**src/rtl/mpram_chk_pkg.sv**
```systemverilog
// Shared types and helpers for the multi-port RAM interface checker.
// Error codes, counter width and the read-pipe entry sizing helper.
package mpram_chk_pkg;

    localparam int unsigned CNT_W = 16;

    typedef enum logic [2:0] {
        ERR_NONE     = 3'd0,
        ERR_DATA     = 3'd1,
        ERR_UNINIT   = 3'd2,
        ERR_WR_COLL  = 3'd3,
        ERR_ECC_DERR = 3'd4,
        ERR_SPUR_ECC = 3'd5
    } chk_err_e;

    // Packed width of a read-pipe entry {valid, known, addr, expected}.
    function automatic int unsigned rd_pipe_entry_w(input int unsigned aw, input int unsigned dw);
        return 2 + aw + dw;
    endfunction

    function automatic int unsigned port_w(input int unsigned nwr, input int unsigned nrd);
        int unsigned m;
        m = (nwr > nrd) ? nwr : nrd;
        return (m > 1) ? $clog2(m) : 1;
    endfunction

    function automatic logic [CNT_W-1:0] sat_add(input logic [CNT_W-1:0] a, input logic [7:0] n);
        logic [CNT_W:0] s;
        s = {1'b0, a} + {{(CNT_W-7){1'b0}}, n};
        return s[CNT_W] ? '1 : s[CNT_W-1:0];
    endfunction

endpackage

```
**src/rtl/mpram_chk_rd_pipe.sv**
```systemverilog
// One read port of the checker: RD_LAT-deep expectation pipe plus the read-data compare.
// ECC-aware compare rules are enabled by MPRAM_CHK_ECC_EN.
module mpram_chk_rd_pipe
    import mpram_chk_pkg::*;
#(
    parameter int unsigned AW     = 8,
    parameter int unsigned DW     = 8,
    parameter int unsigned RD_LAT = 1
) (
    input  logic          clk,
    input  logic          rst_n,
    input  logic          i_issue,
    input  logic [AW-1:0] i_addr,
    input  logic [DW-1:0] i_exp,
    input  logic          i_known,
    input  logic [DW-1:0] i_rd_data,
    input  logic          i_ecccorr,
    input  logic          i_eccderr,
    output logic          o_cmp,
    output logic [AW-1:0] o_cmp_addr,
    output logic          o_evt,
    output chk_err_e      o_code
);

    typedef struct packed {
        logic          valid;
        logic          known;
        logic [AW-1:0] addr;
        logic [DW-1:0] exp;
    } rd_pipe_entry_t;

    if ($bits(rd_pipe_entry_t) != rd_pipe_entry_w(AW, DW)) begin : g_bad_entry
        $error("rd_pipe_entry_t width does not match rd_pipe_entry_w");
    end

    rd_pipe_entry_t r_pipe [RD_LAT];
    rd_pipe_entry_t w_tail;

    always_ff @(posedge clk or negedge rst_n) begin
        if (!rst_n) begin
            for (int unsigned s = 0; s < RD_LAT; s++) r_pipe[s] <= '0;
        end else begin
            r_pipe[0] <= '{valid: i_issue, known: i_known, addr: i_addr, exp: i_exp};
            for (int unsigned s = 1; s < RD_LAT; s++) r_pipe[s] <= r_pipe[s-1];
        end
    end

    assign w_tail     = r_pipe[RD_LAT-1];
    assign o_cmp      = w_tail.valid;
    assign o_cmp_addr = w_tail.addr;

    always_comb begin
        o_evt  = 1'b0;
        o_code = ERR_NONE;
        if (w_tail.valid) begin
            if (!w_tail.known) begin
                o_evt  = 1'b1;
                o_code = ERR_UNINIT;
            end
`ifdef MPRAM_CHK_ECC_EN
            else if (i_eccderr) begin
                o_evt  = 1'b1;
                o_code = ERR_ECC_DERR;
            end else if (!i_ecccorr && (i_rd_data != w_tail.exp)) begin
                o_evt  = 1'b1;
                o_code = ERR_DATA;
            end
        end else if (i_ecccorr || i_eccderr) begin
            o_evt  = 1'b1;
            o_code = ERR_SPUR_ECC;
        end
`else
            else if (i_rd_data != w_tail.exp) begin
                o_evt  = 1'b1;
                o_code = ERR_DATA;
            end
        end
`endif
    end

`ifndef MPRAM_CHK_ECC_EN
    logic w_unused_ecc;
    assign w_unused_ecc = i_ecccorr | i_eccderr;
`endif

endmodule

```
**config.mk**
```make
export PLATFORM = sky130hd
export DESIGN_NAME = mpram_chk_rd_pipe
export DESIGN_NICKNAME = d
export VERILOG_FILES = /design/src/rtl/mpram_chk_pkg.sv /design/src/rtl/mpram_chk_rd_pipe.sv
export SDC_FILE = /design/constraint.sdc
export NUM_CORES = 1
export LEC_CHECK = 0
export ABC_AREA = 1
export BUFFER_PORTS_ARGS = -buffer_cell sky130_fd_sc_hd__buf_2
export CAP_MARGIN = 30
export CORE_AREA = 2 2 45 47
export DETAILED_ROUTE_END_ITERATION = 6
export DIE_AREA = 0 0 47 49
export GPL_TIMING_DRIVEN = 0
export HOLD_SLACK_MARGIN = 0.15
export PLACE_DENSITY = 0.72
export SETUP_SLACK_MARGIN = 0.3
export SYNTH_ARGS = -nofsm -noshare
export SYNTH_HDL_FRONTEND = slang
export SYNTH_SLANG_ARGS = --single-unit
export TNS_END_PERCENT = 50
```
**constraint.sdc**
```tcl
create_clock -name clk -period 1.3 [get_ports clk]
set_input_delay 0.195 -clock clk [delete_from_list [all_inputs] [get_ports clk]]
set_output_delay 0.195 -clock clk [all_outputs]
set_load 0.03 [all_outputs]
```
* Word-level counts from Yosys, hierarchy flattened
Cells that the tools add are included.
Operators by class: add/sub/neg operators 0, $mul 0, divide/modulo/power cells 0, order comparisons 0, eq/ne operators 1, shift operators 0, muxes and demuxes 6, bitwise gates (word level) 0, reductions and logical operators 0
Operators with widths (count):
- 8-bit != test | 1
- 1-bit two-way mux | 4
- 2-bit two-way mux | 2
Word-level totals: bits in registers 18, bits in latches 0, memory bits (writable) 0, ROM bits 0, word-level logic and storage cells 11, memories 0

* Depth between registers and ports, before layout
Gate-level depths: netlist of the first run.
depth after elaboration 4, mapped depth 8

* Least setup slack after synthesis of the first run
No wires, ideal clock.
kind register to output, from reg r_pipe[4] in the netlist's numbering, to out o_code[0], data arrival time 1.072 ns, slack 0.033 ns, cell stages (with the launch flop) 7, cells stage by stage dfrtp_1 xnor2_1 nand2_1 nor2_1 nand2_1 nand2_1 nor2_1
On the way: word-level cells in the longest chain between the ends 4
Ends and longest elaborated chain:
- start: declaration | RTL line mpram_chk_rd_pipe.sv:36 | rd_pipe_entry_t r_pipe [RD_LAT];
- 8-bit != test | RTL line mpram_chk_rd_pipe.sv:73 | else if (i_rd_data != w_tail.exp) begin
- 1-bit two-way mux | RTL line mpram_chk_rd_pipe.sv:73
- 2-bit two-way mux | RTL line mpram_chk_rd_pipe.sv:56 | if (!w_tail.known) begin
- 2-bit two-way mux | RTL line mpram_chk_rd_pipe.sv:55 | if (w_tail.valid) begin
- end: declaration | RTL line mpram_chk_rd_pipe.sv:22 | output chk_err_e o_code
Every way passes these cells.

* Worst setup path in the final report of the first run
from reg r_pipe[6] in the netlist's numbering, to out o_evt
On the way: word-level cells in the longest chain between the ends 4
Ends and longest elaborated chain:
- 8-bit != test | RTL line mpram_chk_rd_pipe.sv:73
- 1-bit two-way mux | RTL line mpram_chk_rd_pipe.sv:73
- 1-bit two-way mux | RTL line mpram_chk_rd_pipe.sv:56
- 1-bit two-way mux | RTL line mpram_chk_rd_pipe.sv:55
- end: declaration | RTL line mpram_chk_rd_pipe.sv:21 | output logic o_evt,
Every way passes these cells.

==> impl_summary.txt, run 1 <==
----------------------------------------------------
[Detailed routing]
  Number of nets still failing antenna checks after routing ... 0
  Vias per inst ... 3.955
  First drt pass iteration count ... 2
  First-iteration detailed-routing DRC count ... 1
  Wirelength, routed ... 1.749 mm
  Detail-routed net length per standard cell ... 11.36 um
  Remaining DRCs ... 0
  Vias ... 609

[Timing]
  Total of endpoints with negative setup slack in the final report ... 2
  Number of max-slew violations in the final report ... 0
  Timing-limited maximum frequency ... 638.8 MHz
  Fin worst setup slack ... -0.2654 ns
  Tcrit/Tclk final ... 120.4%
  Time the final worst path needs with I/O delays and setup ... 1.565 ns
  Post-route setup TNS ... -0.5256 ns
  Worst Hold Slack ... 0.3734 ns
  RSZ-0062 raised after global routing ... true
  Count of final hold-check violations ... 0

[Critical path]
  Critical path start-end classification ... register to output pin
  Endpoint kind of the worst setup timing path ... output pin
  Worst EP arrival ... 1.37 ns
  Max Fanout on Critical Path ... 2
  Nature of the critical path startpoint ... register
  CP Data Required Time ... 1.11 ns

[Power]
  Leak ... 0.6773 nW
  Share of total power in sequential cells ... 50.0%
  Part of the total power dissipated in the clock network ... 27.8%
  Comb pwr share ... 22.3%
  Switching power total ... 0.0003007 W
  Largest voltage drop on the vdd net ... 0.0009814 V
  Power after layout ... 0.001210 W
  Power density over cell area ... 949.3 nW/um2
  Internal Dissipation ... 0.0009096 W
  Switching part of the total ... 24.85%

[Placed design]
  Routability congestion estimate from global placement ... 0.5974
  Post-detailed-placement half-perimeter wirelength ... 904.6 um
  Placed Area ... 928.4 um2
  Number of port buffers ... 39
  Placement Setup Slack ... 0.008116 ns

[Die]
  Core Rows ... 16
  Core Area ... 1842 um2
  Die Outline Area ... 2303 um2
  IO Count ... 43
  Height of the die ... 49 um
  Starting density of the core ... 36.96%
  Die X-Extent ... 47 um

[Finish]
  Antenna cell count ... 0
  Share of post-route cells with drive strength above 1 ... 47.24%
  Area Growth Syn to Fin ... 87.32%
  Net count of the finished layout ... 158
  Commonest cells after routing, fill and taps aside ... sky130_fd_sc_hd__buf_2 (27), sky130_fd_sc_hd__buf_6 (20), sky130_fd_sc_hd__dlygate4sd3_1 (19)
  Post-route standard cell area excluding fillers ... 1275 um2
  Most common library cell in the layout ignoring fill and taps ... sky130_fd_sc_hd__buf_2
  Fill cells ... 127

[Synth]
  Register area share after synthesis ... 66.18%
  Average cell area after synthesis ... 10.47 um2
  Mapped cell area ... 680.7 um2
  Total of warnings raised by yosys ... 0
  Unique cell type count in the Yosys netlist ... 7
  Synth Net Count ... 95
  Number of storage elements in the synthesis netlist ... 18
  Gate count of the mapped netlist ... 65

[Clock tree]
  Number of buffers created by CTS ... 3
  Sinks on the clock net ... 18
  CTS tree ... done
  Clock-pin slew reported for the worst setup and hold paths after clock tree synthesis ... 0.10 ns
  Total setup buffers inserted after CTS ... 0
  Cell chosen for the clock root ... sky130_fd_sc_hd__clkbuf_4
  Maximum clock insertion buffer count ... 2
  Number of levels the H-tree was split into ... 1

[Hold path]
  Min-delay worst type ... primary input to async pin

[Flow run]
  Max-capacitance violation count ... 0

[Global route]
  Largest net degree at the start of global routing ... 19
  Antenna violations before repair ... 0
  GR Util All Layers ... 19.19%
  Wire length of the first global-routing pass ... 3.022 mm
  Vias in the first global route ... 659
  Sum of overflow across all layers after global routing ... 0

[Status]
  Violated checks ... negative setup slack
  Result of the run ... finished, violations left

----------------------------------------------------
==> stage by stage <==
stage	cells	util, %
floorplan	65	-
global placement	131	50.41
detailed placement	131	50.41
CTS	154	68.82
global route	154	69.23
finish	154	69.23
==> critical path: stages, from the launching register on <==
cell                      delay [ns]
sky130_fd_sc_hd__dfrtp_1        0.41
sky130_fd_sc_hd__xnor2_2        0.13
sky130_fd_sc_hd__nand2_1        0.06
sky130_fd_sc_hd__nor2_1         0.11
sky130_fd_sc_hd__nand2_1        0.07
sky130_fd_sc_hd__nand2_2        0.11
sky130_fd_sc_hd__nand2_4        0.06
sky130_fd_sc_hd__buf_6          0.13
==> cell families after synthesis <==
group	count (synthesis)	synth area share [%]
buffers and inverters	19	15.44
xor gates and xnor gates	4	5.147
other	1	0.5509
DFF	18	66.18
and+or+nand+nor	23	12.68
==> power groups by stage <==
stage               Clock [W]  Combinational [W]  Sequential [W]
floorplan                   0           0.000102        0.000612
global placement            0           0.000174        0.000609
detailed placement          0           0.000178        0.000611
CTS                  0.000343           0.000260        0.000604
global route         0.000370           0.000295        0.000607
finish               0.000336           0.000270        0.000605
==> layout make-up <==
class | count | area [um2] | area share (%)
plain buffers | 9 | 97.59 | 7.655
clock buffers | 4 | 36.28 | 2.846
inverters | 10 | 37.54 | 2.944
multi-input cells | 28 | 157.7 | 12.37
flip-flops and latches | 18 | 451.7 | 35.43
well taps | 27 | 33.78 | 2.650
repair buffers | 58 | 460.4 | 36.11
==> final timing paths <==
kind	from	to	slack [ns]	cells after the start
max	r_pipe[6]$_DFF_PN0_	o_evt	-0.27	7
min	rst_n	o_cmp_addr[6]$_DFF_PN0_	0.37	2
max in group asynchronous	rst_n	o_cmp$_DFF_PN0_	0.63	2
min in group clk	i_exp[4]	r_pipe[4]$_DFF_PN0_	0.53	2
==> cell usage after synthesis (all sizes together) <==
library cell	instances	area, um2
xnor2	4	35.03
nand2	20	75.07
inv	10	37.54
nor2	3	11.26
buf	9	67.56
dfrtp	18	450.4
conb	1	3.750
==> repair_timing <==
| action | CTS | global route |
|---|---|---|
| hold buffers | 19 | 0 |
| endpoints found under the setup margin | 12 | 12 |
| resized for setup | 36 | 1 |
| hold endpoints to repair | 36 | 0 |
| pin swaps | 6 | 6 |
==> state kept, by name, summed over array words and instances (netlist names) <==
signal	flops
o_cmp_addr	8
r_pipe	9
o_cmp	1
==> per-layer routing <==
metal	part of all wire, %	wire, um	vias up	global-route usage [%]
li1	-	-	300	-
met1	41	709	277	25.86
met2	50	878	30	29.00
met3	7.6	133	2	7.407
met4	1.5	27	0	4.630
met5	0	0	-	0
Power figures use the tool's default switching activity.
==> run 2: changes to the inputs <==
Settings changed: SETUP_SLACK_MARGIN 0.3 to 0.02.
Clock period 1.3 ns to 1.7 ns, I/O delays scaled along.
==> run 2 against run 1 <==
Total power decreased by 27%. Combinational power shrank 37%. Sequential power shrank 24%. The run now ends clean.
==> impl_summary.txt, run 2 (same netlist as run 1, synthesis figures left out) <==
----------------------------------------------------
[Timing]
  Tcrit/Tclk final ... 92.26%
  Count of final hold-check violations ... 0
  Number of max-slew violations in the final report ... 0
  Post-route setup TNS ... 0 ns
  RSZ-0062 raised after global routing ... true
  Timing-limited maximum frequency ... 637.6 MHz
  Total of endpoints with negative setup slack in the final report ... 0
  Time the final worst path needs with I/O delays and setup ... 1.568 ns

[Clock tree]
  Sinks on the clock net ... 18
  Maximum clock insertion buffer count ... 2
  Total setup buffers inserted after CTS ... 0
  Number of buffers created by CTS ... 3
  CTS tree ... done
  Cell chosen for the clock root ... sky130_fd_sc_hd__clkbuf_4
  Clock-pin slew reported for the worst setup and hold paths after clock tree synthesis ... 0.10 ns
  Number of levels the H-tree was split into ... 1

[Critical path]
  Critical path start-end classification ... register to output pin
  Nature of the critical path startpoint ... register
  Cell mode on critical path ... sky130_fd_sc_hd__nand2_1
  Worst EP arrival ... 1.31 ns
  Max Fanout on Critical Path ... 2
  CP cell instances ... inv_1 -> nand2_1 -> nand2_1 -> nand2_1 -> nor2_1 -> nand2_1 -> nand2_1 -> nor2_1 -> buf_2
  Critical path's largest stage delay ... 0.40 ns
  CP Data Required Time ... 1.44 ns
  Endpoint kind of the worst setup timing path ... output pin
  CP max stage cell ... sky130_fd_sc_hd__dfrtp_1

[Finish]
  Commonest cells after routing, fill and taps aside ... sky130_fd_sc_hd__buf_2 (38), sky130_fd_sc_hd__nand2_1 (20), sky130_fd_sc_hd__dlygate4sd3_1 (19)
  Fill cells ... 147
  Total area of multi-input combinational cells ... 127.6 um2
  Flip-flop count of the largest register after layout ... 9
  Post-route standard cell area excluding fillers ... 1145 um2
  Share of post-route cells with drive strength above 1 ... 41.73%
  Sequential cell area ... 450.4 um2
  Area Growth Syn to Fin ... 68.20%
  Share of the core filled with cells in the final layout ... 62.16%
  Register ranked first by flip-flop count ... r_pipe
  Layout Cells excl Fill ... 154
  Net count of the finished layout ... 158
  Most common library cell in the layout ignoring fill and taps ... sky130_fd_sc_hd__buf_2
  Antenna cell count ... 0

[Power]
  Power density over cell area ... 770.1 nW/um2
  Power after layout ... 0.0008817 W
  Leak ... 0.6352 nW
  Largest voltage drop on the vdd net ... 0.0005927 V

[Global route]
  GR Util All Layers ... 15.41%
  Antenna violations before repair ... 0
  Sum of overflow across all layers after global routing ... 0
  Wire length of the first global-routing pass ... 2.587 mm
  Largest net degree at the start of global routing ... 19
  Vias in the first global route ... 685

[Detailed routing]
  First-iteration detailed-routing DRC count ... 4
  Wirelength, routed ... 1.493 mm
  Remaining DRCs ... 0
  Vias per inst ... 3.812
  Vias ... 587
  Number of nets still failing antenna checks after routing ... 0
  First drt pass iteration count ... 3
  Detail-routed net length per standard cell ... 9.695 um

[Die]
  Starting density of the core ... 36.96%
  Height of the die ... 49 um
  Core Rows ... 16
  Die X-Extent ... 47 um
  Core Area ... 1842 um2
  IO Count ... 43
  Die Outline Area ... 2303 um2

[Placed design]
  Number of placed instances, taps included ... 131
  Number of port buffers ... 39
  Routability congestion estimate from global placement ... 0.6042
  Placed Area ... 909.6 um2
  Post-detailed-placement half-perimeter wirelength ... 908.1 um

[Flow run]
  Max-capacitance violation count ... 0

[Hold path]
  Min-delay worst type ... primary input to async pin

[Status]
  Result of the run ... finished clean

----------------------------------------------------
[run 2: worst max-delay path by stage]
stage | startpoint | to | slack [ns] | depth (start not counted)
floorplan | r_pipe[4]$_DFF_PN0_ | o_code[0] | 0.37 | 6
CTS | r_pipe[6]$_DFF_PN0_ | o_evt | 0.08 | 7
detailed placement | r_pipe[6]$_DFF_PN0_ | o_evt | 0.41 | 7
global placement | r_pipe[6]$_DFF_PN0_ | o_evt | 0.43 | 7
global route | r_pipe[3]$_DFF_PN0_ | o_code[0] | -0.02 | 9
finish | r_pipe[3]$_DFF_PN0_ | o_code[0] | 0.13 | 9
[run 2: timing repair]
| action | in CTS | in global routing |
|---|---|---|
| hold endpoints to repair | 36 | 0 |
| resized for setup | 0 | 4 |
| hold buffers | 19 | 0 |
| endpoints found under the setup margin | 0 | 2 |
[run 2: worst max-delay path: cells and delay by family (launching register included)]
kind,cells,cell delay (ns)
buffers and inverters,2,0.24
and+or+nand+nor,7,0.40
DFF,1,0.40
[run 2: final cells by class]
cell class / count / share of cell area (%)
Clock buffer: 4 / 3.169
Timing Repair Buffer: 58 / 34.21
Tap cell: 27 / 2.951
Multi-Input combinational cell: 28 / 11.15
Inverter: 10 / 3.279
Buffer: 9 / 5.902
Sequential cell: 18 / 39.34
[run 2: through the flow]
step | hold WS, ns | worst slack, ns
3_5_place_dp | 0.1998 | 0.4104
2_1_floorplan | -0.04059 | 0.3735
3_3_place_gp | 0.1932 | 0.4262
6_report | 0.4344 | 0.1317
5_1_grt | 0.4608 | -0.02075
4_1_cts | 0.4146 | 0.07849
[run 2: power breakdown]
group	switching, W	total (W)	leakage (nW)	internal (W)
clock	0.000123	0.000253	0.0210	0.000130
combinational	0.0000803	0.000169	0.404	0.0000890
sequential	0.00000939	0.000459	0.210	0.000450
total	0.000213	0.000882	0.635	0.000669
[run 2: per-layer routing]
layer	up-vias	track usage, %	part of all wire [%]	routed length (um)
li1	298	-	-	-
met1	261	17.80	40	592
met2	28	27.17	53	784
met3	0	2.593	7.8	116
met4	0	5.556	0	0
met5	-	0	0	0
